### src/rtl/vector_alu_sequencer.sv
// Vector ALU sequencer: streams LANES lane pairs through one shared scalar ALU,
// one lane per cycle, and assembles the per-lane results into a vector.
module vector_alu_sequencer #(
    parameter int LANES  = 4,
    parameter int LANE_W = 32
) (
    input  logic                    clk,
    input  logic                    rst_n,
    input  logic                    Start,
    input  logic [2:0]              ALUControlIn,
    input  logic [LANES*LANE_W-1:0] SrcA,
    input  logic [LANES*LANE_W-1:0] SrcB,
    input  logic                    Abort,
    output logic                    Ready,
    output logic [2:0]              ALUControl,
    output logic [LANE_W-1:0]       ALUSrcA,
    output logic [LANE_W-1:0]       ALUSrcB,
    input  logic [LANE_W-1:0]       ALUResult,
    output logic [LANES*LANE_W-1:0] Result,
    output logic [LANES-1:0]        LaneZero,
    output logic                    Done,
    output logic                    Error
);

    localparam int VW = LANES * LANE_W;
    localparam int CW = (LANES > 1) ? $clog2(LANES) : 1;
    localparam logic [CW-1:0] LAST = CW'(LANES - 1);

    typedef enum logic [1:0] {
        S_IDLE   = 2'd0,
        S_ISSUE  = 2'd1,
        S_FINISH = 2'd2
    } state_e;

    state_e           state_q, state_d;
    logic [CW-1:0]    lane_q, lane_d;
    logic [2:0]       op_q, op_d;
    logic [VW-1:0]    opa_q, opa_d;
    logic [VW-1:0]    opb_q, opb_d;
    logic [VW-1:0]    res_q, res_d;
    logic [LANES-1:0] zero_q, zero_d;
    logic             err_q, err_d;
    logic             accept;
    logic             unsup_in;

    assign unsup_in = (ALUControlIn > 3'd2);
    // Abort outranks Start while idle
    assign accept   = (state_q == S_IDLE) && Start && !Abort;

    always_ff @(posedge clk or negedge rst_n) begin
        if (!rst_n) begin
            state_q <= S_IDLE;
        end else begin
            state_q <= state_d;
        end
    end

    always_comb begin
        state_d = state_q;
        unique case (state_q)
            S_IDLE: begin
                if (accept) begin
                    state_d = unsup_in ? S_FINISH : S_ISSUE;
                end
            end
            S_ISSUE: begin
                if (Abort) begin
                    state_d = S_IDLE;
                end else if (lane_q == LAST) begin
                    state_d = S_FINISH;
                end
            end
            S_FINISH: state_d = S_IDLE;
            default:  state_d = S_IDLE;
        endcase
    end

    always_comb begin
        Ready      = 1'b0;
        Done       = 1'b0;
        Error      = 1'b0;
        ALUControl = 3'b000;
        ALUSrcA    = '0;
        ALUSrcB    = '0;
        unique case (state_q)
            S_IDLE: Ready = 1'b1;
            S_ISSUE: begin
                ALUControl = op_q;
                ALUSrcA    = opa_q[lane_q*LANE_W +: LANE_W];
                ALUSrcB    = opb_q[lane_q*LANE_W +: LANE_W];
            end
            S_FINISH: begin
                Done  = !Abort;
                Error = !Abort && err_q;
            end
            default: ;
        endcase
    end

    // An aborted ISSUE cycle writes nothing; earlier lanes keep their values
    always_comb begin
        lane_d = lane_q;
        op_d   = op_q;
        opa_d  = opa_q;
        opb_d  = opb_q;
        err_d  = err_q;
        res_d  = res_q;
        zero_d = zero_q;
        if (accept) begin
            lane_d = '0;
            op_d   = ALUControlIn;
            opa_d  = SrcA;
            opb_d  = SrcB;
            err_d  = unsup_in;
        end else if (state_q == S_ISSUE && !Abort) begin
            res_d[lane_q*LANE_W +: LANE_W] = ALUResult;
            zero_d[lane_q] = (ALUResult == '0);
            if (lane_q != LAST) begin
                lane_d = lane_q + 1'b1;
            end
        end
    end

    always_ff @(posedge clk or negedge rst_n) begin
        if (!rst_n) begin
            lane_q <= '0;
            op_q   <= 3'b000;
            opa_q  <= '0;
            opb_q  <= '0;
            err_q  <= 1'b0;
            res_q  <= '0;
            zero_q <= '0;
        end else begin
            lane_q <= lane_d;
            op_q   <= op_d;
            opa_q  <= opa_d;
            opb_q  <= opb_d;
            err_q  <= err_d;
            res_q  <= res_d;
            zero_q <= zero_d;
        end
    end

    assign Result   = res_q;
    assign LaneZero = zero_q;

endmodule

### config.mk
export PLATFORM = sky130hd
export DESIGN_NAME = vector_alu_sequencer
export DESIGN_NICKNAME = d
export VERILOG_FILES = /design/src/rtl/vector_alu_sequencer.sv
export SDC_FILE = /design/constraint.sdc
export NUM_CORES = 1
export LEC_CHECK = 0
export BUFFER_PORTS_ARGS = -buffer_cell sky130_fd_sc_hd__buf_2
export CAP_MARGIN = 20
export CELL_PAD_IN_SITES_DETAIL_PLACEMENT = 1
export CELL_PAD_IN_SITES_GLOBAL_PLACEMENT = 2
export CORE_ASPECT_RATIO = 0.5
export CORE_MARGIN = 4
export CORE_UTILIZATION = 38
export DETAILED_ROUTE_END_ITERATION = 8
export PLACE_DENSITY = 0.82
export SLEW_MARGIN = 10
export SYNTH_ARGS = -nofsm -noshare
export SYNTH_HDL_FRONTEND = slang
export SYNTH_SLANG_ARGS = --single-unit
### constraint.sdc
create_clock -name clk -period 5.4 [get_ports clk]
set_input_delay 1.08 -clock clk [delete_from_list [all_inputs] [get_ports clk]]
set_output_delay 1.08 -clock clk [all_outputs]
set_load 0.02 [all_outputs]
==> run_results.csv, run 1 <==
group,metric,value,unit
sta,finalCriticalPeriod,4.13,ns
floorplanning,initial_core_util,0.385,
global_routing,busiest_layer,"met2",
sta,clock_skew,0.0160,ns
clocking,ctsResizeCount,0,
clocking,htree_levels,2,
route,wl_per_cell,23.9,um
clocking,cts_tree,"done",
run_status,outcome,"complete, no violations",
global_routing,antenna_found_initial,28,
setup_path,crit_cells,4,
clocking,root_buffer,"clkbuf_16",
power_and_ir_drop,power.density,407,mW/mm^2
floorplanning,ios,497,
clocking,cts.sinks,396,
sta,final.setup.worst_slack,1.27,ns
global_routing,grt_first_pass_wirelength,80300,um
yosys,syn_nets,1429,
route,num_vias,11600,
global_routing,grtUsageMet3,0.0335,
placed_design,place_hpwl,38000,um
floorplanning,die_w,305,um
yosys,synthCells,1129,
floorplanning,fp.dieArea,0.0479,mm^2
hold_path,whs_path_depth,2,
setup_path,cpPeakStageDelay,1.05,ns
global_routing,grt_max_degree,141,
placed_design,post-place-ws,1.73,ns
setup_path,critPathMaxFanout,45,
sta,finalMaxSlewViolations,0,
clocking,cts_buffers,40,
sta,finalSetupViolCount,0,
job,cap_violations,0,
sta,hold_violations,0,
setup_path,cp_slowest_cell,"dfrtp_4",
clocking,cts.reportedPaths.clkPinSlew,0.07,ns
setup_path,path_delay_family,"flip-flops",
sta,max_slew.worst_pin.slew,1.14,ns
layout,syn2layout_area_growth,26.9,%
global_routing,first_global_vias,13100,
setup_path,crit_path_start_kind,"flop",
route,wirelength,53700,um
global_routing,track_usage,0.217,
setup_path,endpoint_kind,"output port",
layout,drive_gt1_frac,0.560,
route,first_pass_iters,6,
placed_design,io_buffers,496,
setup_path,cp_data_arrival_time,3.05,ns
sta,min_period_over_period,0.764,
yosys,netlist_area,0.0168,mm^2
setup_path,reg2reg_depth,6,
clocking,clockBufferDepth,3,
setup_path,rrSetupSlack,2.36,ns
layout,nets,1898,
power_and_ir_drop,power_leakage,10.0,nW
route,drt_iter0_markers,749,
setup_path,cp_num_buf_inv,2,
yosys,ys_seq_elements,396,
sta,slew_headroom,0.241,
floorplanning,core,0.0436,mm^2
placed_design,place_congestion,0.848,
layout,fillerInstances,4565,
sta,rsz0062_at_grt,"false",
setup_path,path_cells,"buf_4, mux4_2, nor2b_1, buf_2",
global_routing,grt_use_met2,0.409,
floorplanning,die_y,157,um
clocking,hold_buffers,0,
floorplanning,rows,54,
route,vias_per_cell,5.17,
yosys,yosys_warnings,0,
setup_path,critical_path_class,"flop to output port",
sta,fmax,242,MHz
hold_path,hp-class,"flop to flop",
power_and_ir_drop,vdd_drop_max,0.188,mV
clocking,post-cts-setup-buffer-count,0,
setup_path,cp_data_required_time,4.32,ns
clocking,clock_latency,0.55,ns
sta,fin_tns_setup,0,ns
power_and_ir_drop,finalPower,8.69,mW
route,ant_nets,0,
yosys,ys_seq_area_frac,0.589,
route,drcViolationCount,0,
yosys,syn_area_per_cell,14.9,um^2
global_routing,use_met1,0.244,
global_routing,overflow,0,
yosys,yosysUniqueCellTypes,32,
-- layout make-up --
cell class                      count  area (um^2)  share of cell area
Inverter                            5         18.8            0.000880
Sequential cell                   396         9920               0.465
Timing Repair Buffer              513         2670               0.125
Tap cell                          588          736              0.0345
Multi-Input combinational cell    642         6500               0.305
Clock inverter                     20          279              0.0131
Antenna cell                       27         67.6             0.00317
Clock buffer                       54         1150              0.0537
-- metal layers --
metal,part of all wire,wire (um),vias up
met4,0.035,1860,0
li1,-,-,5094
met5,0,0,-
met1,0.37,19900,6151
met3,0.032,1740,109
met2,0.56,30200,255
-- worst reg2reg max path, cell delays in order (launching register included) --
cell and delay, ns:
dfrtp_4 1.18, inv_1 0.24, ha_1 0.43, nand2b_1 0.27, nor4_4 0.21, buf_4 0.40, a22o_1 0.25
-- final timing paths --
| path | endpoint | from |
|---|---|---|
| max | ALUSrcA[18] | lane_q[0] |
| min | Result[28] | Result[28] |
| max reg2reg | Result[104] | lane_q[1] |
| min reg2reg | Result[28] | Result[28] |
| max in group asynchronous | opa_q[50] | rst_n |
| min in group asynchronous | opa_q[86] | rst_n |
-- sequential cells by signal (all words and copies together), names as in the netlist --
signal,count
LaneZero,4
Result,128
err_q,1
lane_q,2
op_q,3
opa_q,128
opb_q,128
state_q,2
-- through the flow --
step	instances	utilization	hold WS, ns	area, um^2
after detailed placement	2144	0.455	0.471	19800
after global placement	2144	0.455	0.462	19800
after floorplan	1129	-	0.475	16800
after CTS	2218	0.487	0.487	21300
after global routing	2245	0.489	0.506	21300
final	2245	0.489	0.480	21300
-- layout by cell type (no fill, tap or decap), types with 2 or more instances in the layout --
cell type   instances
buf_2             495
nand2b_1            5
dfrtp_4             2
clkbuf_16          42
nor2b_1            64
nor4_1              8
clkinvlp_4          4
ha_1                5
a22o_1             92
mux2_2            256
diode_2            27
a21oi_1             2
dfrtp_1           394
clkinv_2            7
clkbuf_1            7
clkbuf_8            5
nand4_1             2
mux4_2             64
buf_12              4
o31ai_1             8
bufinv_16           6
o21ai_0            35
nor4_4              3
nand4bb_2           3
buf_4              13
nor2_1              7
inv_1               5
nand2_1            76
-- where the power goes --
part           internal, mW  switching [mW]  total (mW)
Sequential             3.50           0.374        3.87
Combinational         0.942           0.839        1.78
Clock                  1.79            1.25        3.04
Total                  6.23            2.46        8.69
-- cells in the mapped netlist --
library cell,instances,area (um^2)
dfrtp_1,396,9910
mux2_2,256,2880
a22o_1,92,806
nand2_1,76,285
mux4_2,64,1440
nor2b_1,64,400
o21ai_0,35,175
clkbuf_1,31,116
buf_2,25,125
buf_4,25,188
nor4_1,8,50.1
o31ai_1,8,60.1
nor2_1,7,26.3
nand2b_1,6,37.5
buf_1,5,18.8
ha_1,5,62.6
inv_1,5,18.8
nand4bb_1,4,45.0
a21oi_1,2,10.0
nand4_1,2,12.5
nor4_2,2,25.0
a21o_1,1,7.51
a2bb2oi_1,1,8.76
and2_1,1,6.26
mux2i_1,1,10.0
nor3_1,1,5.00
nor3b_1,1,7.51
nor4_4,1,21.3
nor4b_1,1,8.76
nor4b_4,1,23.8
nor4bb_1,1,10.0
xnor2_1,1,8.76
-- cell families (layout without fill, tap and decap cells) --
kind of cell	Yosys count	count (layout)	share of synthesized area
compound gates	139	139	0.0635
xor+xnor	1	1	0.000521
fa+ha+maj	5	5	0.00372
buf+inv	91	592	0.0278
flops	396	396	0.589
mux	321	321	0.258
other cells	0	27	0
simple gates	176	176	0.0574
No activity file was read; power rests on OpenSTA's default activity.
==> run 2, diff against run 1 <==
--- a/config.mk
+++ b/config.mk
@@ -11,9 +11,9 @@
 export CELL_PAD_IN_SITES_GLOBAL_PLACEMENT = 2
 export CORE_ASPECT_RATIO = 0.5
 export CORE_MARGIN = 4
-export CORE_UTILIZATION = 38
+export CORE_UTILIZATION = 31
 export DETAILED_ROUTE_END_ITERATION = 8
-export PLACE_DENSITY = 0.82
+export PLACE_DENSITY = 0.71
 export SLEW_MARGIN = 10
 export SYNTH_ARGS = -nofsm -noshare
 export SYNTH_HDL_FRONTEND = slang
==> constraint.sdc (replaced) <==
create_clock -name clk -period 3.6 [get_ports clk]
set_input_delay 0.72 -clock clk [delete_from_list [all_inputs] [get_ports clk]]
set_output_delay 0.72 -clock clk [all_outputs]
set_load 0.02 [all_outputs]
==> run 2 against run 1 <==
Compared with the run above:
- non-clock buffer count rose by 6
- global-route usage fell by 3.4 points
- first-iteration DRC count fell by 34%
- combinational power rose by 53%
- core utilization fell by 8.8 points
- wire length rose by 1.3%
- register-to-register slack got worse by 1.5 ns
- worst setup slack got worse by 0.94 ns
- clock skew fell by 0.0043 ns
- critical path depth did not move
- largest power group unchanged
- highest routed layer unchanged
==> run_results.csv, run 2 (synthesis gave the netlist of run 1 again) <==
group,metric,value,unit
run_status,outcome,"complete, no violations",
sta,fmax,306,MHz
sta,fin_tns_setup,0,ns
layout,fin_area,0.0215,mm^2
clocking,cts_buffers,41,
global_routing,first_global_vias,12300,
route,first_pass_iters,5,
route,met3_length,1770,um
route,ant_nets,0,
clocking,clock_latency,0.55,ns
placed_design,place_congestion,0.765,
setup_path,critical_path_class,"flop to output port",
floorplanning,die_w,337,um
layout,final_common_cell,"buf_2",
floorplanning,die_y,173,um
power_and_ir_drop,power_leakage,10.1,nW
global_routing,grt_max_degree,87,
clocking,clockBufferDepth,3,
route,wirelength,54400,um
sta,finalSetupViolCount,0,
layout,drive_gt1_frac,0.559,
placed_design,io_buffers,496,
setup_path,cp_data_required_time,2.88,ns
power_and_ir_drop,vdd_drop_max,0.322,mV
sta,final.setup.worst_slack,0.328,ns
hold_path,hp-class,"input port to async pin",
layout,seqCellArea,0.00992,mm^2
clocking,post-cts-setup-buffer-count,0,
clocking,root_buffer,"clkbuf_16",
route,wl_met2,30400,um
route,drcViolationCount,0,
clocking,cts.sinks,396,
route,top_layer_used,"met4",
power_and_ir_drop,power.density,594,mW/mm^2
layout,multiInputGateArea,0.00650,mm^2
clocking,hold_buffers,0,
sta,rsz0062_at_grt,"false",
sta,finalCriticalPeriod,3.27,ns
floorplanning,core,0.0537,mm^2
placed_design,place_area,0.0201,mm^2
setup_path,cp_slowest_cell,"dfrtp_4",
global_routing,grt_first_pass_wirelength,80800,um
floorplanning,rows,60,
placed_design,place_hpwl,38700,um
floorplanning,ios,497,
layout,syn2layout_area_growth,28.0,%
sta,finalMaxSlewViolations,0,
sta,slew_headroom,0.368,
floorplanning,fp.dieArea,0.0583,mm^2
floorplanning,initial_core_util,0.313,
clocking,cts_tree,"done",
global_routing,overflow,0,
route,vias_per_cell,4.80,
route,wl_per_cell,23.0,um
layout,mostFrequentLayoutCells,"495 x buf_2, 394 x dfrtp_1, 256 x mux2_2",
sta,clock_skew,0.0117,ns
job,cap_violations,0,
placed_design,post-place-ws,0.817,ns
sta,finalHoldWorstSlack,0.140,ns
route,wl_met1,20600,um
layout,nets,1905,
route,num_vias,11300,
setup_path,crit_path_start_kind,"flop",
sta,min_period_over_period,0.909,
sta,max_slew.worst_pin.slew,0.941,ns
clocking,ctsResizeCount,0,
setup_path,cp_data_arrival_time,2.55,ns
global_routing,track_usage,0.183,
setup_path,critPathMaxFanout,20,
clocking,htree_levels,2,
route,drt_iter0_markers,495,
sta,hold_violations,0,
global_routing,antenna_found_initial,19,
setup_path,endpoint_kind,"output port",
setup_path,path_cells,"buf_4, mux4_2, nor2b_1, buf_2",
clocking,cts.reportedPaths.clkPinSlew,0.06,ns
layout,fillerInstances,5639,
setup_path,cpPeakStageDelay,0.67,ns
run 2: changes by cell type in the layout (fill, tap and decap cells not counted), sizes merged:
cell / before / now
diode: 27 / 18
buf: 513 / 519
clkinv: 9 / 3
clkbuf: 54 / 61
inv: 6 / 7
bufinv: 6 / 2
clkinvlp: 4 / 2
run 2: worst paths after layout:
path | from | endpoint | slack, ns | cells past startpoint
setup / recovery | lane_q[0] | ALUSrcA[12] | 0.33 | 4
hold / removal | rst_n | Result[70] | 0.14 | 1
setup reg to reg | lane_q[0] | Result[70] | 0.89 | 6
hold reg to reg | Result[4] | Result[4] | 0.48 | 2
max in group asynchronous | rst_n | opa_q[106] | 2.59 | 2
min in group clk | SrcA[85] | opa_q[85] | 0.40 | 2
run 2: routing by layer:
layer | track usage | vias to the layer above
met3 | 0.0298 | 82
met2 | 0.343 | 190
li1 | - | 5093
met5 | 0 | -
met4 | 0.0663 | 0
met1 | 0.210 | 5971
run 2: final cells by class:
| class | instances | area share |
|---|---|---|
| flip-flops and latches | 396 | 0.461 |
| inverters | 5 | 0.000872 |
| well taps | 713 | 0.0415 |
| multi-input cells | 642 | 0.302 |
| repair buffers | 519 | 0.130 |
| diodes | 18 | 0.00209 |
| clock buffers | 61 | 0.0578 |
| clock inverters | 9 | 0.00500 |
run 2: per-stage QoR:
stage | cells | utilization | total power [mW]
6_report | 2363 | 0.401 | 12.8
5_1_grt | 2363 | 0.401 | 13.5
4_1_cts | 2345 | 0.400 | 13.0
3_5_place_dp | 2275 | 0.375 | 8.56
3_3_place_gp | 2275 | 0.375 | 8.48
2_1_floorplan | 1129 | - | 7.52
run 2: worst max-delay path, delay by kind of cell (launching register included):
kind          cells  cell delay, ns
flops             1            0.67
mux               1            0.56
buf+inv           2            0.59
simple gates      1            0.15
run 2: power breakdown:
part	switching (mW)	total (mW)	leakage, nW	internal [mW]
sequential	0.448	5.70	4.93	5.25
clock	1.83	4.37	0.661	2.53
combinational	1.30	2.73	4.49	1.43
total	3.58	12.8	10.1	9.21
